[config.mk]
export PLATFORM = sky130hd
export DESIGN_NAME = sram_port_arbiter
export DESIGN_NICKNAME = d
export VERILOG_FILES = /design/src/rtl/sram_arb_pkg.sv /design/src/rtl/arb_streak_ctr.sv /design/src/rtl/sram_port_arbiter.sv
export SDC_FILE = /design/constraint.sdc
export NUM_CORES = 1
export LEC_CHECK = 0
export CAP_MARGIN = 40
export CORE_MARGIN = 4
export CORE_UTILIZATION = 37
export CTS_BUF_LIST = sky130_fd_sc_hd__clkbuf_16
export DETAILED_ROUTE_END_ITERATION = 7
export GPL_ROUTABILITY_DRIVEN = 0
export GPL_TIMING_DRIVEN = 0
export PLACE_DENSITY = 0.87
export SETUP_SLACK_MARGIN = 0.2
export SLEW_MARGIN = 20
export SYNTH_ARGS = -nofsm -noshare
export SYNTH_HDL_FRONTEND = slang
export SYNTH_SLANG_ARGS = --single-unit
[constraint.sdc]
create_clock -name clk -period 5.7 [get_ports clk]
set_clock_uncertainty 0.05 [all_clocks]
set_input_delay 1.71 -clock clk [delete_from_list [all_inputs] [get_ports clk]]
set_output_delay 1.71 -clock clk [all_outputs]
set_load 0.005 [all_outputs]
[src/rtl/sram_arb_pkg.sv]
// Shared types and default widths for the two-port SRAM arbiter.
package sram_arb_pkg;

  localparam int unsigned DefAw   = 32;
  localparam int unsigned DefDw   = 32;
  // Wide enough for MAX_D_STREAK up to 15 and WR_TURN up to 3.
  localparam int unsigned StreakW = 4;
  localparam int unsigned TurnW   = 2;

  typedef enum logic [0:0] {
    READY,
    TURN
  } arb_state_e;

  typedef enum logic [1:0] {
    GNT_NONE,
    GNT_I,
    GNT_D
  } gnt_src_e;

endpackage

[src/rtl/arb_streak_ctr.sv]
// Saturating count of consecutive D grants taken while fetch was waiting.
// o_sat flags that fetch must be granted next time both sides compete.
module arb_streak_ctr
  import sram_arb_pkg::*;
#(
  parameter int unsigned Limit = 4
) (
  input  logic clk,
  input  logic rst_n,
  input  logic i_inc,
  input  logic i_clr,
  output logic o_sat
);

  localparam logic [StreakW-1:0] LimitW = StreakW'(Limit);

  logic [StreakW-1:0] r_count;

  // Clear wins over increment; the count sticks at the limit.
  always_ff @(posedge clk) begin
    if (!rst_n) begin
      r_count <= '0;
    end else if (i_clr) begin
      r_count <= '0;
    end else if (i_inc && (r_count != LimitW)) begin
      r_count <= r_count + StreakW'(1);
    end
  end

  assign o_sat = (r_count == LimitW);

endmodule

[src/rtl/sram_port_arbiter.sv]
// Arbitrates one single-port SRAM between instruction fetch (I) and
// load/store (D). Data side has priority, bounded by a starvation limit for
// fetch; every write is followed by WR_TURN dead cycles. Read data returns one
// cycle after the grant. Define SRAM_ARB_STATS_EN to add activity counters.
module sram_port_arbiter
  import sram_arb_pkg::*;
#(
  parameter int unsigned AW           = DefAw,
  parameter int unsigned DW           = DefDw,
  parameter int unsigned MAX_D_STREAK = 4,
  parameter int unsigned WR_TURN      = 1
) (
  input  logic          clk,
  input  logic          rst_n,
  input  logic          i_req,
  input  logic [AW-1:0] i_addr,
  output logic          i_gnt,
  output logic          i_rvalid,
  output logic [DW-1:0] i_rdata,
  input  logic          d_req,
  input  logic          d_we,
  input  logic [AW-1:0] d_addr,
  input  logic [DW-1:0] d_wdata,
  output logic          d_gnt,
  output logic          d_rvalid,
  output logic [DW-1:0] d_rdata,
  output logic          mem_cs,
  output logic          mem_oe,
  output logic          mem_we,
  output logic [AW-1:0] mem_addr,
  output logic [DW-1:0] mem_din,
  input  logic [DW-1:0] mem_dout
`ifdef SRAM_ARB_STATS_EN
  ,
  output logic [31:0]   stat_conflicts,
  output logic [31:0]   stat_forced_i,
  output logic [31:0]   stat_turn
`endif
);

  arb_state_e          r_state;
  logic [TurnW-1:0]    r_turn_cnt;
  logic                r_i_rvalid;
  logic                r_d_rvalid;
  logic [DW-1:0]       r_i_rdata;
  logic [DW-1:0]       r_d_rdata;
  gnt_src_e            w_gnt_src;
  logic                w_sat;
  logic                w_d_rd;

  // Grant decision: D first unless fetch has waited out its streak budget.
  always_comb begin
    w_gnt_src = GNT_NONE;
    if (r_state == READY) begin
      if (i_req && (!d_req || w_sat)) begin
        w_gnt_src = GNT_I;
      end else if (d_req) begin
        w_gnt_src = GNT_D;
      end
    end
  end

  assign i_gnt  = (w_gnt_src == GNT_I);
  assign d_gnt  = (w_gnt_src == GNT_D);
  assign w_d_rd = d_gnt && !d_we;

  arb_streak_ctr #(
    .Limit (MAX_D_STREAK)
  ) u_streak (
    .clk   (clk),
    .rst_n (rst_n),
    .i_inc (d_gnt && i_req),
    .i_clr (!i_req || i_gnt),
    .o_sat (w_sat)
  );

  // SRAM strobes follow the winner; bus is driven to zero when idle.
  always_comb begin
    mem_cs   = 1'b0;
    mem_oe   = 1'b0;
    mem_we   = 1'b0;
    mem_addr = '0;
    mem_din  = '0;
    if (i_gnt) begin
      mem_cs   = 1'b1;
      mem_oe   = 1'b1;
      mem_addr = i_addr;
    end else if (d_gnt) begin
      mem_cs   = 1'b1;
      mem_addr = d_addr;
      if (d_we) begin
        mem_we  = 1'b1;
        mem_din = d_wdata;
      end else begin
        mem_oe = 1'b1;
      end
    end
  end

  // State, turnaround countdown and read-return capture.
  always_ff @(posedge clk) begin
    if (!rst_n) begin
      r_state    <= READY;
      r_turn_cnt <= '0;
      r_i_rvalid <= 1'b0;
      r_d_rvalid <= 1'b0;
      r_i_rdata  <= '0;
      r_d_rdata  <= '0;
    end else begin
      r_i_rvalid <= i_gnt;
      r_d_rvalid <= w_d_rd;
      if (i_gnt) r_i_rdata <= mem_dout;
      if (w_d_rd) r_d_rdata <= mem_dout;
      unique case (r_state)
        READY: begin
          if (d_gnt && d_we && (WR_TURN != 0)) begin
            r_state    <= TURN;
            r_turn_cnt <= TurnW'(WR_TURN);
          end
        end
        TURN: begin
          r_turn_cnt <= r_turn_cnt - TurnW'(1);
          if (r_turn_cnt == TurnW'(1)) r_state <= READY;
        end
        default: r_state <= READY;
      endcase
    end
  end

  assign i_rvalid = r_i_rvalid;
  assign d_rvalid = r_d_rvalid;
  assign i_rdata  = r_i_rdata;
  assign d_rdata  = r_d_rdata;

`ifdef SRAM_ARB_STATS_EN
  logic [31:0] r_stat_conflicts;
  logic [31:0] r_stat_forced_i;
  logic [31:0] r_stat_turn;

  // Free-running activity counters; wrap naturally at 2^32.
  always_ff @(posedge clk) begin
    if (!rst_n) begin
      r_stat_conflicts <= '0;
      r_stat_forced_i  <= '0;
      r_stat_turn      <= '0;
    end else begin
      if (r_state == READY && i_req && d_req) r_stat_conflicts <= r_stat_conflicts + 32'd1;
      if (r_state == READY && i_req && d_req && w_sat) r_stat_forced_i <= r_stat_forced_i + 32'd1;
      if (r_state == TURN) r_stat_turn <= r_stat_turn + 32'd1;
    end
  end

  assign stat_conflicts = r_stat_conflicts;
  assign stat_forced_i  = r_stat_forced_i;
  assign stat_turn      = r_stat_turn;
`endif

endmodule

==> impl_results.md, run 1 <==
* Area of the core at 0.00928 mm²
* Clock transition at the registers of the reported paths at 0.05 ns
* Layout cell share with drive strength beyond 1 at 7.23%
* CTS root buf: clkbuf_16
* Synthesized area at 0.00356 mm²
* Final HPWL DP at 11300 µm
* Inst Count DP at 842
* Antenna-violating nets left at 0
* Die X at 106 µm
* Vias per cell at 4.69
* #FFs+latches synth at 73
* Number of remaining DRC errors at 0
* Antenna diode count at 0
* Grt total ovfl at 0
* Tcrit/Tclk final at 97.2%
* Initial core utilization at 38.3%
* Vias post-DR at 4039
* YS warnings at 0
* First-pass GRT wire length at 21700 µm
* Ys flop type: dfxtp_1
* Global-route usage over all layers at 24.2%
* Endpoints failing hold at 0
* Worst setup path class: input pin to output pin
* Non-Filler Instances at 862
* Dominant cell by count in the synthesized netlist: nand2_1
* Worst hold path class: flip-flop to flip-flop
* Initial antenna violation count at 0
* Most area-hungry cell type in the Yosys netlist: dfxtp_1
* Worst setup margin at 0.162 ns
* Die area at 0.0112 mm²
* Synth Instances at 447
* Synth area leaders: dfxtp_1 41%, nand2_1 14%, mux2i_1 9.3%, and2_1 6.2%, a21boi_0 5.9%
* Slew Limit Fails at 0
* Most frequent cells after synthesis: 134 x nand2_1, 73 x dfxtp_1, 36 x o21ai_0
* Post-route minimum period at 5.54 ns
* Area grow syn2layout at 92.2%
* Relative slew slack at 71.7%
* WP data required at 3.94 ns
* Routed length per placed instance at 16.4 µm
* Nets at 867
* Fraction of registers with async set/reset at 0%
* Power, Total at 0.00148 W
* Max VDD drop at 0.173 mV
* Syn Nets at 586
* Status: completed
* Height of the die at 106 µm
* CP arrival at 3.78 ns
* Sequential area share after synthesis at 41.1%
* Final setup viols at 0
* Static Leak at 2.83 nW
* Drt first pass iters at 4
* Input/output buffers at 266
* CTS Buffer Depth at 2
* Pwr dens at 217 mW/mm²
* Row cnt at 35
* Post-synth top area share at 41.1%
* Vias in the first global route at 4158
* Critical Path Fanout Max at 10
* Setup WS pre-CTS at -0.354 ns
* Largest net degree at the start of global routing at 14
* H-Tree Depth at 3
* MaxCap Viol Count at 0
* EDFF count, synth at 0
* FMAX at 0.181 GHz
* Worst-margin pin slew at 0.424 ns
* Post-CTS Hold Fix Bufs at 0
* Cts bufs inserted at 9
* Final core occ at 73.6%
* RSZ-0062 raised after global routing: true
* CTS tree: built
* Starting DRT DRC Count at 133
* Clock insertion delay at the later pin of the skew report at 0.32 ns
* Syn Area/Cell at 7.96 µm²
* Hold Slack at 0.404 ns
* Crit start category: input pin
* # IOs at 268
* Sink Count at 73
* Final WL at 14100 µm
* Post-synth cell types at 27
* Crit path capture type: output pin
-- layer usage --
layer,global-route usage [%],wire (µm),up-vias
met4,7.31,435,0
li1,-,-,2003
met3,6.68,1060,34
met1,26.6,5400,1836
met5,0,0,-
met2,45.1,7210,166
-- repair_timing --
| action | in CTS | in global routing |
|---|---|---|
| endpoints found under the setup margin | 66 | 47 |
| pin swaps | 1 | 2 |
| setup buffers | 3 | 1 |
| endpoints found under the hold margin | 0 | 0 |
| gates resized for setup | 46 | 29 |
-- registers in the layout, summed over array words and instances (netlist names) --
signal            cells
r_state               1
i_rdata              32
r_turn_cnt            2
d_rvalid              1
d_rdata              32
u_streak.r_count      4
i_rvalid              1
-- worst max-delay path, stage by stage --
cell	delay (ns)
clkdlybuf4s50_1	0.49
nand2_1	0.07
and3b_2	0.21
ha_1	0.20
buf_6	0.15
nor2_4	0.15
clkbuf_8	0.17
and2_1	0.13
clkdlybuf4s50_1	0.51
-- worst paths after layout --
kind	slack, ns	depth (start not counted)	to	startpoint
min reg2reg	0.40	2	d_rdata[23]	d_rdata[23]
max	0.16	9	mem_din[29]	d_req
max reg2reg	3.44	11	d_rdata[27]	u_streak.r_count[0]
min	0.40	2	d_rdata[23]	d_rdata[23]
-- area by class of cell --
| class | count | area [µm²] |
|---|---|---|
| clock buffer | 9 | 225 |
| multi-input combinational | 336 | 1950 |
| clock inverter | 7 | 95.1 |
| buffer | 33 | 213 |
| sequential | 73 | 1460 |
| timing repair buffer | 270 | 2710 |
| fill | 705 | 2450 |
| tap | 129 | 161 |
| inverter | 5 | 18.8 |
-- power by group --
part	internal, W	total [W]	leakage [nW]	switching [W]
Combinational	0.000215	0.000340	2.08	0.000125
Clock	0.000384	0.000597	0.161	0.000213
Sequential	0.000533	0.000545	0.594	0.0000125
Total	0.00113	0.00148	2.83	0.000350
-- cells in the final DEF, fill, tap and decap left out, types with 10 or more instances in the layout --
cell             netlist  routed
mux2i_1               33      33
clkdlybuf4s50_1        0     230
nor2b_1               33      33
and2_1                35      35
dfxtp_1               73      73
buf_2                 15      10
nand2_1              134     134
a21boi_0              28      28
dlygate4sd2_1          0      18
dlymetal6s2s_1         0      17
o21ai_0               36      30
-- stage by stage --
stage / cell area [µm²] / setup TNS (ns)
2_1_floorplan: 3560 / 0
3_3_place_gp: 6380 / -11.32
3_5_place_dp: 6380 / -14.02
4_1_cts: 6780 / 0
5_1_grt: 6830 / 0
6_report: 6830 / 0
-- logic make-up after synthesis --
logic type | after synthesis | synth area share (%)
AND/OR/NAND/NOR | 223 | 30.0
AO/OA/AOI/OAI | 74 | 12.7
flip-flops | 73 | 41.1
buffers and inverters | 38 | 4.75
multiplexers | 33 | 9.29
adder cells (fa/ha/maj) | 6 | 2.11
Power figures use the tool's default switching activity.
==> inputs of run 2 (changes only) <==
CORE_AREA = 2 2 104 106   (was not set)
CORE_MARGIN = not set   (was 4)
CORE_UTILIZATION = not set   (was 37)
DIE_AREA = 0 0 106 108   (was not set)
HOLD_SLACK_MARGIN = 0.05   (was not set)
PLACE_DENSITY = not set   (was 0.87)
PLACE_DENSITY_LB_ADDON = 0.25   (was not set)
==> impl_results.md, run 2 (synthesis gave the netlist of run 1 again) <==
* Status: completed
* Drt first pass iters at 5
* Hold_sp: d_rdata[22]
* Starting DRT DRC Count at 238
* CP Launch Point: i_req
* Final core occ at 67.6%
* Initial antenna violation count at 0
* MaxCap Viol Count at 0
* Largest net degree at the start of global routing at 14
* Grt total ovfl at 0
* Crit path capture type: output pin
* Final HPWL DP at 10500 µm
* CTS Buffer Depth at 2
* Global-route usage over all layers at 22.9%
* Worst-margin pin slew at 0.441 ns
* CTS tree: built
* H-Tree Depth at 3
* Critical path buffers and inverters at 5
* Pwr dens at 222 mW/mm²
* Slew Limit Fails at 0
* R2R setup slack at 3.49 ns
* Slowest stage cell, crit path: clkdlybuf4s50_1
* CP arrival at 3.56 ns
* CTS root buf: clkbuf_16
* RSZ-0062 raised after global routing: false
* Tcrit/Tclk final at 93.4%
* Max VDD drop at 0.239 mV
* Worst hold path class: flip-flop to flip-flop
* Worst path max stage delay at 0.56 ns
* Initial core utilization at 34.8%
* Die area at 0.0114 mm²
* Antenna diode count at 0
* Final WL at 13700 µm
* Critical Path Fanout Max at 10
* Number of remaining DRC errors at 0
* WP data required at 3.94 ns
* # IOs at 268
* Clock insertion delay at the later pin of the skew report at 0.32 ns
* Input/output buffers at 266
* Worst hold path depth at 2
* Nets at 878
* FMAX at 0.188 GHz
* Cts bufs inserted at 9
* Layout cell share with drive strength beyond 1 at 8.47%
* Die X at 106 µm
* Relative slew slack at 70.6%
* Post-route minimum period at 5.32 ns
* Commonest non-fill, non-tap cell in the layout: clkdlybuf4s50_1
* Area of the core at 0.0102 mm²
* Height of the die at 108 µm
* Crit start category: input pin
* Endpoints failing hold at 0
* Final setup viols at 0
* Sink Count at 73
* Row cnt at 37
* Critical-path cell list: clkbuf_2 -> nand4b_1 -> nand3b_1 -> buf_4 -> ha_2 -> buf_4 -> buf_4 -> nand2_1 -> o21ai_0 -> clkdlybuf4s50_1
* Fillcell total at 826
* Worst reg2reg startpoint: u_streak.r_count[0]
* Vias per cell at 4.61
* Most frequent cells in the layout: 235 x clkdlybuf4s50_1, 134 x nand2_1, 73 x dfxtp_1, 35 x and2_1, 34 x o21ai_0
* Static Leak at 2.77 nW
* Critical path depth at 10
* R2R cell count at 11
* Vias in the first global route at 4083
* Worst setup path class: input pin to output pin
* Routed length per placed instance at 15.5 µm
* Most frequent cell on the critical path: buf_4
* Vias post-DR at 4056
* First-pass GRT wire length at 20700 µm
* Antenna-violating nets left at 0
* Clock transition at the registers of the reported paths at 0.06 ns
* Fin Setup TNS at 0 ns
* Critical path's top delay family: buffers and inverters
* Area grow syn2layout at 94.5%
run 2: changes by cell type in the layout (fill, tap and decap cells not counted), moves of 3 or more:
cell,previous run,this run
o21ai_0,30,34
buf_4,7,14
buf_2,10,13
dlymetal6s2s_1,17,6
clkdlybuf4s50_1,230,235
o21ai_1,6,2
dlygate4sd2_1,18,23
run 2: power breakdown:
| group | switching, W | internal [W] |
|---|---|---|
| Clock | 0.000213 | 0.000428 |
| Combinational | 0.000127 | 0.000222 |
| Sequential | 0.0000123 | 0.000533 |
| Total | 0.000352 | 0.00118 |
run 2: worst min-delay path, cell delays in order, from the launching register on:
cell and delay (ns):
dfxtp_1 0.30, nand2_1 0.05, a21boi_1 0.05
run 2: final cells by class:
cell class                 count  area (µm²)  area share, %
clock inverter                 7         119           1.72
buffer                        33         201           2.91
timing repair buffer         281        2770           40.1
clock buffer                   9         225           3.26
tap                          136         170           2.46
multi-input combinational    336        1950           28.2
sequential                    73        1460           21.1
inverter                       5        18.8          0.271
run 2: timing repair:
item / CTS / global route
setup endpoints to repair: 66 / 58
gates resized for setup: 49 / 18
buffers inserted: 9 / 3
gates cloned: 3 / 0
pin swaps: 3 / 1
hold buffers: 0 / 0
endpoints found under the hold margin: 0 / 0
run 2: metrics by stage:
stage                     total power, W  instance area [µm²]  std cells  worst slack, ns  hold slack, ns
final                            0.00153                 6920        880            0.378           0.402
after CTS                        0.00154                 6870        877           0.0821           0.406
after floorplan                 0.000661                 3560        447             1.04           0.401
after global routing             0.00160                 6920        880            0.227           0.437
after global placement          0.000885                 6390        849           -0.289           0.393
after detailed placement        0.000891                 6390        849           -0.362           0.397
run 2: worst paths after layout:
check                                      endpoint
worst min register to register          d_rdata[22]
worst min-delay path                    d_rdata[22]
worst max-delay path                    mem_addr[3]
worst max register to register  u_streak.r_count[3]
run 2: layer usage:
| layer | routed length (µm) | up-vias | global-route usage (%) |
|---|---|---|---|
| li1 | - | 2025 | - |
| met1 | 5250 | 1836 | 24.6 |
| met2 | 6830 | 170 | 41.5 |
| met3 | 1230 | 25 | 8.08 |
| met4 | 352 | 0 | 8.27 |
| met5 | 0 | - | 0 |
